## src/rtl/div_pkg.sv

```systemverilog
`default_nettype none
// =============================================================================
// Package : div_pkg
// Brief   : Shared widths, FSM encoding and exception result constants for div_module
// Rev     : 1.0  initial release
// =============================================================================
package div_pkg;

  localparam int DIV_DIVIDEND_W = 32;
  localparam int DIV_DIVISOR_W  = 16;

  typedef enum logic [1:0] {
    ST_IDLE = 2'd0,
    ST_RUN  = 2'd1,
    ST_DONE = 2'd2
  } div_state_e;

  // Results forced alongside data_exception
  localparam logic [DIV_DIVIDEND_W-1:0] DIV_ZERO_RESULT = '0;
  localparam logic [DIV_DIVIDEND_W-1:0] DIV_OVF_RESULT  = {1'b1, {(DIV_DIVIDEND_W-1){1'b0}}};

endpackage
`default_nettype wire

```

## src/rtl/div_step.sv

```systemverilog
`default_nettype none
// =============================================================================
// Module : div_step
// Brief  : One combinational restoring shift / trial-subtract / quotient-bit step
// Rev    : 1.0  initial release
// =============================================================================
module div_step
  import div_pkg::*;
#(
  parameter int DIVIDEND_W = DIV_DIVIDEND_W,
  parameter int DIVISOR_W  = DIV_DIVISOR_W
) (
  input  logic [DIVIDEND_W-1:0] quo_i,
  input  logic [DIVISOR_W:0]    rem_i,
  input  logic [DIVISOR_W:0]    dvs_i,
  output logic [DIVIDEND_W-1:0] quo_o,
  output logic [DIVISOR_W:0]    rem_o
);

  logic [DIVISOR_W:0]   trial;
  logic [DIVISOR_W+1:0] diff;
  logic                 fits;
  // Partial remainder stays below |B| <= 2^(DIVISOR_W-1), so its MSB is always zero
  logic                 unused_rem_msb;

  assign unused_rem_msb = rem_i[DIVISOR_W];

  always_comb begin
    trial = {rem_i[DIVISOR_W-1:0], quo_i[DIVIDEND_W-1]};
    diff  = {1'b0, trial} - {1'b0, dvs_i};
    fits  = ~diff[DIVISOR_W+1];
    rem_o = fits ? diff[DIVISOR_W:0] : trial;
    quo_o = {quo_i[DIVIDEND_W-2:0], fits};
  end

endmodule
`default_nettype wire

```

## src/rtl/div_module.sv

```systemverilog
`default_nettype none
// =============================================================================
// Module : div_module
// Brief  : Signed restoring divider, one quotient bit per cycle, with
//          divide-by-zero and MIN/-1 overflow flagging
// Rev    : 1.0  initial release
// =============================================================================
module div_module
  import div_pkg::*;
#(
  parameter int DIVIDEND_W = DIV_DIVIDEND_W,
  parameter int DIVISOR_W  = DIV_DIVISOR_W
) (
  input  logic                  clock,
  input  logic                  reset_n,
  input  logic [DIVIDEND_W-1:0] data_operandA,
  input  logic [DIVISOR_W-1:0]  data_operandB,
  input  logic                  ctrl_DIV,
  output logic [DIVIDEND_W-1:0] data_result,
  output logic                  data_exception,
  output logic                  data_inputRDY,
  output logic                  data_resultRDY
);

  localparam int                    CNT_W    = $clog2(DIVIDEND_W);
  localparam logic [CNT_W-1:0]      CNT_LAST = CNT_W'(DIVIDEND_W - 1);
  localparam logic [DIVIDEND_W-1:0] A_MIN    = {1'b1, {(DIVIDEND_W-1){1'b0}}};

  div_state_e            state_q;
  logic [CNT_W-1:0]      cnt_q;
  logic [DIVIDEND_W-1:0] quo_q;
  logic [DIVISOR_W:0]    rem_q;
  logic [DIVISOR_W:0]    dvs_q;
  logic                  neg_q;
  logic                  ovf_q;
  logic [DIVIDEND_W-1:0] result_q;
  logic                  exc_q;
  logic                  rdy_q;

  logic                  a_neg;
  logic                  b_neg;
  logic [DIVIDEND_W-1:0] a_mag;
  logic [DIVISOR_W:0]    b_ext;
  logic [DIVISOR_W:0]    b_mag;
  logic                  b_zero;
  logic                  ovf_case;
  logic [DIVIDEND_W-1:0] quo_d;
  logic [DIVISOR_W:0]    rem_d;
  logic [DIVIDEND_W-1:0] quo_fix;

  assign a_neg    = data_operandA[DIVIDEND_W-1];
  assign b_neg    = data_operandB[DIVISOR_W-1];
  assign a_mag    = a_neg ? -data_operandA : data_operandA;
  assign b_ext    = {b_neg, data_operandB};
  assign b_mag    = b_neg ? -b_ext : b_ext;
  assign b_zero   = (data_operandB == '0);
  assign ovf_case = (data_operandA == A_MIN) && (data_operandB == '1);
  assign quo_fix  = neg_q ? -quo_d : quo_d;

  div_step #(
    .DIVIDEND_W (DIVIDEND_W),
    .DIVISOR_W  (DIVISOR_W)
  ) u_step (
    .quo_i (quo_q),
    .rem_i (rem_q),
    .dvs_i (dvs_q),
    .quo_o (quo_d),
    .rem_o (rem_d)
  );

  always_ff @(posedge clock or negedge reset_n) begin
    if (!reset_n) begin
      state_q  <= ST_IDLE;
      cnt_q    <= '0;
      quo_q    <= '0;
      rem_q    <= '0;
      dvs_q    <= '0;
      neg_q    <= 1'b0;
      ovf_q    <= 1'b0;
      result_q <= '0;
      exc_q    <= 1'b0;
      rdy_q    <= 1'b0;
    end else begin
      rdy_q <= 1'b0;
      case (state_q)
        ST_IDLE, ST_DONE: begin
          if (ctrl_DIV) begin
            quo_q <= a_mag;
            rem_q <= '0;
            dvs_q <= b_mag;
            neg_q <= a_neg ^ b_neg;
            ovf_q <= ovf_case;
            cnt_q <= '0;
            // A zero divisor skips the iteration entirely
            if (b_zero) begin
              state_q  <= ST_DONE;
              result_q <= DIVIDEND_W'(DIV_ZERO_RESULT);
              exc_q    <= 1'b1;
              rdy_q    <= 1'b1;
            end else begin
              state_q <= ST_RUN;
            end
          end else begin
            state_q <= ST_IDLE;
          end
        end
        ST_RUN: begin
          quo_q <= quo_d;
          rem_q <= rem_d;
          cnt_q <= cnt_q + CNT_W'(1);
          if (cnt_q == CNT_LAST) begin
            state_q  <= ST_DONE;
            result_q <= ovf_q ? DIVIDEND_W'(DIV_OVF_RESULT) : quo_fix;
            exc_q    <= ovf_q;
            rdy_q    <= 1'b1;
          end
        end
        default: state_q <= ST_IDLE;
      endcase
    end
  end

  assign data_result    = result_q;
  assign data_exception = exc_q;
  assign data_resultRDY = rdy_q;
  assign data_inputRDY  = (state_q != ST_RUN);

endmodule
`default_nettype wire

```

## config.mk

```make
export PLATFORM = sky130hd
export DESIGN_NAME = div_module
export DESIGN_NICKNAME = d
export VERILOG_FILES = /design/src/rtl/div_pkg.sv /design/src/rtl/div_step.sv /design/src/rtl/div_module.sv
export SDC_FILE = /design/constraint.sdc
export NUM_CORES = 1
export LEC_CHECK = 0
export CORE_ASPECT_RATIO = 0.6
export CORE_MARGIN = 8
export CORE_UTILIZATION = 62
export CTS_BUF_LIST = sky130_fd_sc_hd__clkbuf_2 sky130_fd_sc_hd__clkbuf_4 sky130_fd_sc_hd__clkbuf_8
export DETAILED_ROUTE_END_ITERATION = 10
export GPL_ROUTABILITY_DRIVEN = 0
export PLACE_DENSITY = 0.88
export SKIP_LAST_GASP = 1
export SYNTH_ARGS = -nofsm -noshare
export SYNTH_HDL_FRONTEND = slang
export SYNTH_SLANG_ARGS = --single-unit
```

## constraint.sdc

```tcl
create_clock -name clock -period 10 [get_ports clock]
set_clock_uncertainty 0.1 [all_clocks]
set_input_delay 1 -clock clock [delete_from_list [all_inputs] [get_ports clock]]
set_output_delay 1 -clock clock [all_outputs]
set_load 0.1 [all_outputs]
```

=== Yosys cells after proc, flatten, opt, wreduce, memory -nomap -nowiden ===
Cells that the tools add are included.

* Register bits: 108
* Logic and storage cells: 61
* Input port bits: 51
* Output and inout bits: 35

* Equality and inequality tests: 9
* Multiplexer cells: 27
* Bitwise operators: 2
* Reductions and logical operators: 8
* $add $sub $neg: 5

{| class="wikitable"
|+ Operators with widths
! kind !! count
|-
| two-way mux 32 bit || 7
|-
| case mux 32 bit (2 select lines) || 2
|-
| negator 32 bit || 2
|-
| == test 32 bit, second input constant || 1
|-
| two-way mux 16 bit || 2
|-
| case mux 16 bit (2 select lines) || 1
|-
| subtractor 17 x 17 -> 18 bit || 1
|-
| two-way mux 17 bit || 1
|-
| negator 17 bit || 1
|-
| == test 16 bit, second input constant || 1
|-
| logical NOT 16 bit || 1
|-
| case mux 5 bit (2 select lines) || 1
|-
| two-way mux 1 bit || 6
|-
| two-way mux 2 bit || 3
|-
| != test 2 bit, second input constant || 3
|-
| adder 5 x 1 -> 5 bit, second input constant || 1
|-
| == test 5 bit, second input constant || 1
|-
| two-way mux 5 bit || 1
|-
| case mux 1 bit (2 select lines) || 2
|-
| case mux 2 bit (2 select lines) || 1
|-
| AND reduction 2 bit || 2
|-
| AND reduction 4 bit || 1
|-
| == test 2 x 1 -> 1 bit, second input constant || 1
|-
| == test 2 bit, second input constant || 1
|-
| 7 further kinds || 7
|}

=== Depth between registers and ports, before layout ===
* Depth after elaboration: 7
* Gate-level depth with buffers: 16
* Gate-level depth less buffers: 14

=== Hierarchy ===
Synthesis repeated with hierarchy kept, for this count alone.

* Cells, all modules: 778
* Area total of the unflattened synthesis: 7329.5 µm²

{| class="wikitable"
|+ By module, submodules not included
! module !! area each (µm²) !! cells an instance !! times used
|-
| div_module || 5815.6 || 584 || 1
|-
| div_step || 1514.0 || 194 || 1
|}

=== Least setup slack after synthesis ===
Ideal clock, no wire load.

* Path kind: register to register
* Start: register rem_q[3]
* End: register result_q[28], in the netlist data_result[28]
* Required time: 9778 ps
* Cell stages (with the launch flop): 16
* Setup slack: 6411 ps
* Arrival: 3367 ps
* Buffers on the path: 2
* Cells stage by stage: dfrtp_1 -> ha_1 -> clkbuf_1 -> a21oi_1 -> nand2_1 -> o211ai_1 -> nand3_1 -> inv_1 -> buf_1 -> ha_1 -> nand4b_1 -> o31a_2 -> nor2_1 -> nand2_1 -> xor2_1 -> a22o_1

* Longest elaborated chain between the ends: 7

{| class="wikitable"
|+ Ends and longest elaborated chain
! what !! line !! source
|-
| start: declaration || div_module.sv:32 || <nowiki>logic [DIVISOR_W:0] rem_q;</nowiki>
|-
| start signal: assignment || div_module.sv:109 || <nowiki>rem_q <= rem_d;</nowiki>
|-
| subtractor 17 x 17 -> 18 bit || div_step.sv:30 || <nowiki>diff = {1'b0, trial} - {1'b0, dvs_i};</nowiki>
|-
| inverter 1 bit || div_step.sv:31 || <nowiki>fits = ~diff[DIVISOR_W+1];</nowiki>
|-
| negator 32 bit || div_module.sv:58 || <nowiki>assign quo_fix = neg_q ? -quo_d : quo_d;</nowiki>
|-
| two-way mux 32 bit || div_module.sv:58 ||
|-
| two-way mux 32 bit || div_module.sv:113 || <nowiki>result_q <= ovf_q ? DIVIDEND_W'(DIV_OVF_RESULT) : quo_fix;</nowiki>
|-
| two-way mux 32 bit || div_module.sv:111 || <nowiki>if (cnt_q == CNT_LAST) begin</nowiki>
|-
| case mux 32 bit (2 select lines) || div_module.sv:85 || <nowiki>case (state_q)</nowiki>
|-
| end signal: assignment || div_module.sv:97 || <nowiki>result_q <= DIVIDEND_W'(DIV_ZERO_RESULT);</nowiki>
|-
| end signal: assignment || div_module.sv:113 ||
|-
| end: declaration || div_module.sv:36 || <nowiki>logic [DIVIDEND_W-1:0] result_q;</nowiki>
|}

Every way passes these cells. The select of a mux whose other input is x is not followed.
A chain may end at the register's enable or synchronous reset.

=== Final worst setup path ===
* Start: register rem_q[9]
* End: register result_q[28], in the netlist data_result[28]

The elaborated chain is that of the path after synthesis.

==> reports/results.tsv <==
stage	metric	value	unit
yosys	synthesis.nets	816	
global_route	grt_overflow	0	
cts	cts_buffers	9	
cts	numClockSinks	108	
yosys	synth_edf_count	0	
place	hpwl	14100	microns
die	start_util	0.633	
timing	setup_tns	0	ps
yosys	synth_area_leaders	dfrtp_1 (41%), o21ai_0 (8.8%), xor2_1 (8.2%)	
yosys	async_reset_ff_frac	1.00	
route	vias	6195	
timing	worst_pin_slew	1110	ps
global_route	gr-usage-all-layers	0.260	
route	drt-total-wl	18600	microns
route	drc	0	
setup_path	critPathKind	flip-flop to flip-flop	
cts	post_cts_buffers	0	
die	rows	29	
yosys	synth.most_common_cell	o21ai_0	
timing	hold_viol	0	
yosys	synthCells	741	
setup_path	crit_slowest_cell	inv_1	
cts	htree_levels	3	
layout	fin_nets	880	
place	port_buffers	85	
route	first_iter_violations	699	
setup_path	ff2ff_setup_slack	5320	ps
yosys	synth-main-ff-cell	dfrtp_1	
route	drtAntennaViolNets	0	
timing	finalCritPeriodShare	0.468	
die	pin_count	86	
layout	antenna_cells	0	
setup_path	critPathMaxStageDelay	680	ps
timing	hold-worst-slack	387	ps
yosys	yosys.area.top_type	dfrtp_1	
yosys	ys_seq_area_frac	0.407	
timing	drv_slew	0	
layout	drive_above_1_share	0.0543	
global_route	grt_pass1_wl	29500	microns
setup_path	r2r_end	data_result[28]	
cts	cts_resized	0	
cts	cts_hold_buf	0	
setup_path	startpoint	rem_q[9]	
power	powerDensity	341	nW/um^2
cts	worstSkewPairLatency	380	ps
yosys	synth_top_family_by_area	compound AO/OA/AOI/OAI gates	
route	via_per_inst	6.53	
yosys	synthXorXnorAreaFrac	0.104	
cts	cts_tree	yes	
setup_path	r2r_start	rem_q[9]	
setup_path	crit_chain	ha_1, a21oi_1, o21ai_0, a22oi_1, nand3_1, inv_1, ha_1, nand4b_1, o31a_2, nor2_1, nand2_1, xor2_1, a22o_1	
die	die_area	14400	sq um
cts	path_clk_slew	100	ps
yosys	synth_compound_area_frac	0.234	
timing	setup_violations	0	
outcome	outcome	finished, final reports clean	
power	p_leak	3.33	nW
setup_path	cp-end-kind	flip-flop	
power	power.total	2.66	mW
cts	root_buffer	clkbuf_8	
job	maxCapViolCount	0	
global_route	grt_start_max_net_pins	77	
die	die_x	150	microns
yosys	synthDominantCellAreaShare	0.407	
timing	period_needed	4680	ps
die	core	10500	sq um
hold_path	hold_path_class	flip-flop to flip-flop	
yosys	synthAdderAreaFrac	0.0464	
place	dp_cells	933	
yosys	syn_area	6630	sq um
setup_path	path_common_cell	ha_1	
timing	worst_slew_margin_rel	0.259	
yosys	synth_common_cells	o21ai_0 (117), dfrtp_1 (108), nand2_1 (91), xor2_1 (62), clkbuf_1 (34)	
setup_path	crit_required	10160	ps
power	ir_drop	0.000190	V
yosys	synth_mux_area_frac	0.0187	
setup_path	cp.arrival	4850	ps
route	drt-pass1-iter-count	7	
yosys	synth_cell_type_count	55	
setup_path	rr_worst_depth	13	
setup_path	endpoint	data_result[28]	
yosys	synth_simple_gate_area_frac	0.149	
global_route	antenna_found_initial	0	
cts	cts_buffer_depth	2	
timing	max_freq	213	MHz
yosys	avgSynthCellArea	8.95	sq um
layout	area_growth	17.6	%
route	wl_per_cell	19.6	microns
setup_path	worstSetupStartpointType	flip-flop	
global_route	grt_pass1_vias	5802	
yosys	yosysWarnings	0	
layout	fin_cells	949	
die	die_h	96.1	microns
yosys	ys_seq_elements	108	
setup_path	cp_max_fo	17	
timing	rsz0062_at_grt	no	
[where the power goes]
part	leakage, nW	internal [mW]	switching, mW
sequential	1.25	0.617	0.238
clock	0.116	0.155	0.149
combinational	1.96	0.569	0.931
total	3.33	1.34	1.32
[worst max-delay path: cells and delay by family, from the launching register on]
kind            cells  cell delay, ps
simple gates        4            1120
buf+inv             1             680
flops               1             420
compound gates      5            1370
fa+ha+maj           2             720
xor+xnor            1             150
[registers in the layout (all words and copies together), names as in the netlist]
signal,count
cnt_q,5
data_exception,1
data_result,32
data_resultRDY,1
dvs_q,17
neg_q,1
ovf_q,1
quo_q,32
rem_q,16
state_q,2
[layer usage]
layer,global-route usage,up-vias,share of wire
li1,-,2792,-
met1,0.376,2929,0.44
met2,0.381,433,0.41
met3,0.0629,41,0.13
met4,0.0735,0,0.018
met5,0,-,0
[area by class of cell]
cell class                      instances  area [sq um]
Multi-Input combinational cell        562          3680
Sequential cell                       108          2700
Fill cell                             715          2680
Timing Repair Buffer                   91           893
Tap cell                              139           174
Clock buffer                           11           151
Inverter                               33           124
Clock inverter                          5          81.3
[cell usage in the layout, fill, tap and decap left out, types with 7 or more instances in the layout]
cell	n
clkbuf_8	11
nor3_1	8
o21ai_0	117
ha_1	23
nor2_1	21
nand3_1	10
nand2_1	91
inv_1	33
clkdlybuf4s50_1	84
buf_4	7
o21a_1	7
nor4_1	8
or4_1	7
a22o_1	13
o41ai_1	12
nand4_1	11
dfrtp_1	108
xor2_1	62
a21oi_1	29
mux2i_1	9
o31ai_1	17
xnor2_1	17
or3_1	7
nor2b_1	9
a22oi_1	28
[worst min-delay path by stage]
stage,start,end,slack (ps),depth (start not counted)
6_report,data_result[15],data_result[15],390,2
5_1_grt,data_result[11],data_result[11],410,2
4_1_cts,data_result[25],data_result[25],390,2
3_5_place_dp,data_result[15],data_result[15],370,2
3_3_place_gp,data_result[27],data_result[27],360,2
2_1_floorplan,dvs_q[15],dvs_q[15],340,2
[stage by stage]
stage / setup WS (ps) / area [sq um] / utilization
2_1_floorplan: 6410 / 6630 / -
3_3_place_gp: 5800 / 7570 / 0.722
3_5_place_dp: 5570 / 7570 / 0.722
4_1_cts: 5510 / 7800 / 0.744
5_1_grt: 5140 / 7800 / 0.744
6_report: 5320 / 7800 / 0.744
[cells by family after synthesis]
group,Yosys count
AOI/OAI and AO/OA,247
xor gates and xnor gates,79
adders and majority gates,24
buffers and inverters,71
DFF,108
muxes,12
and+or+nand+nor,200
(Power assumes the default switching activity.)
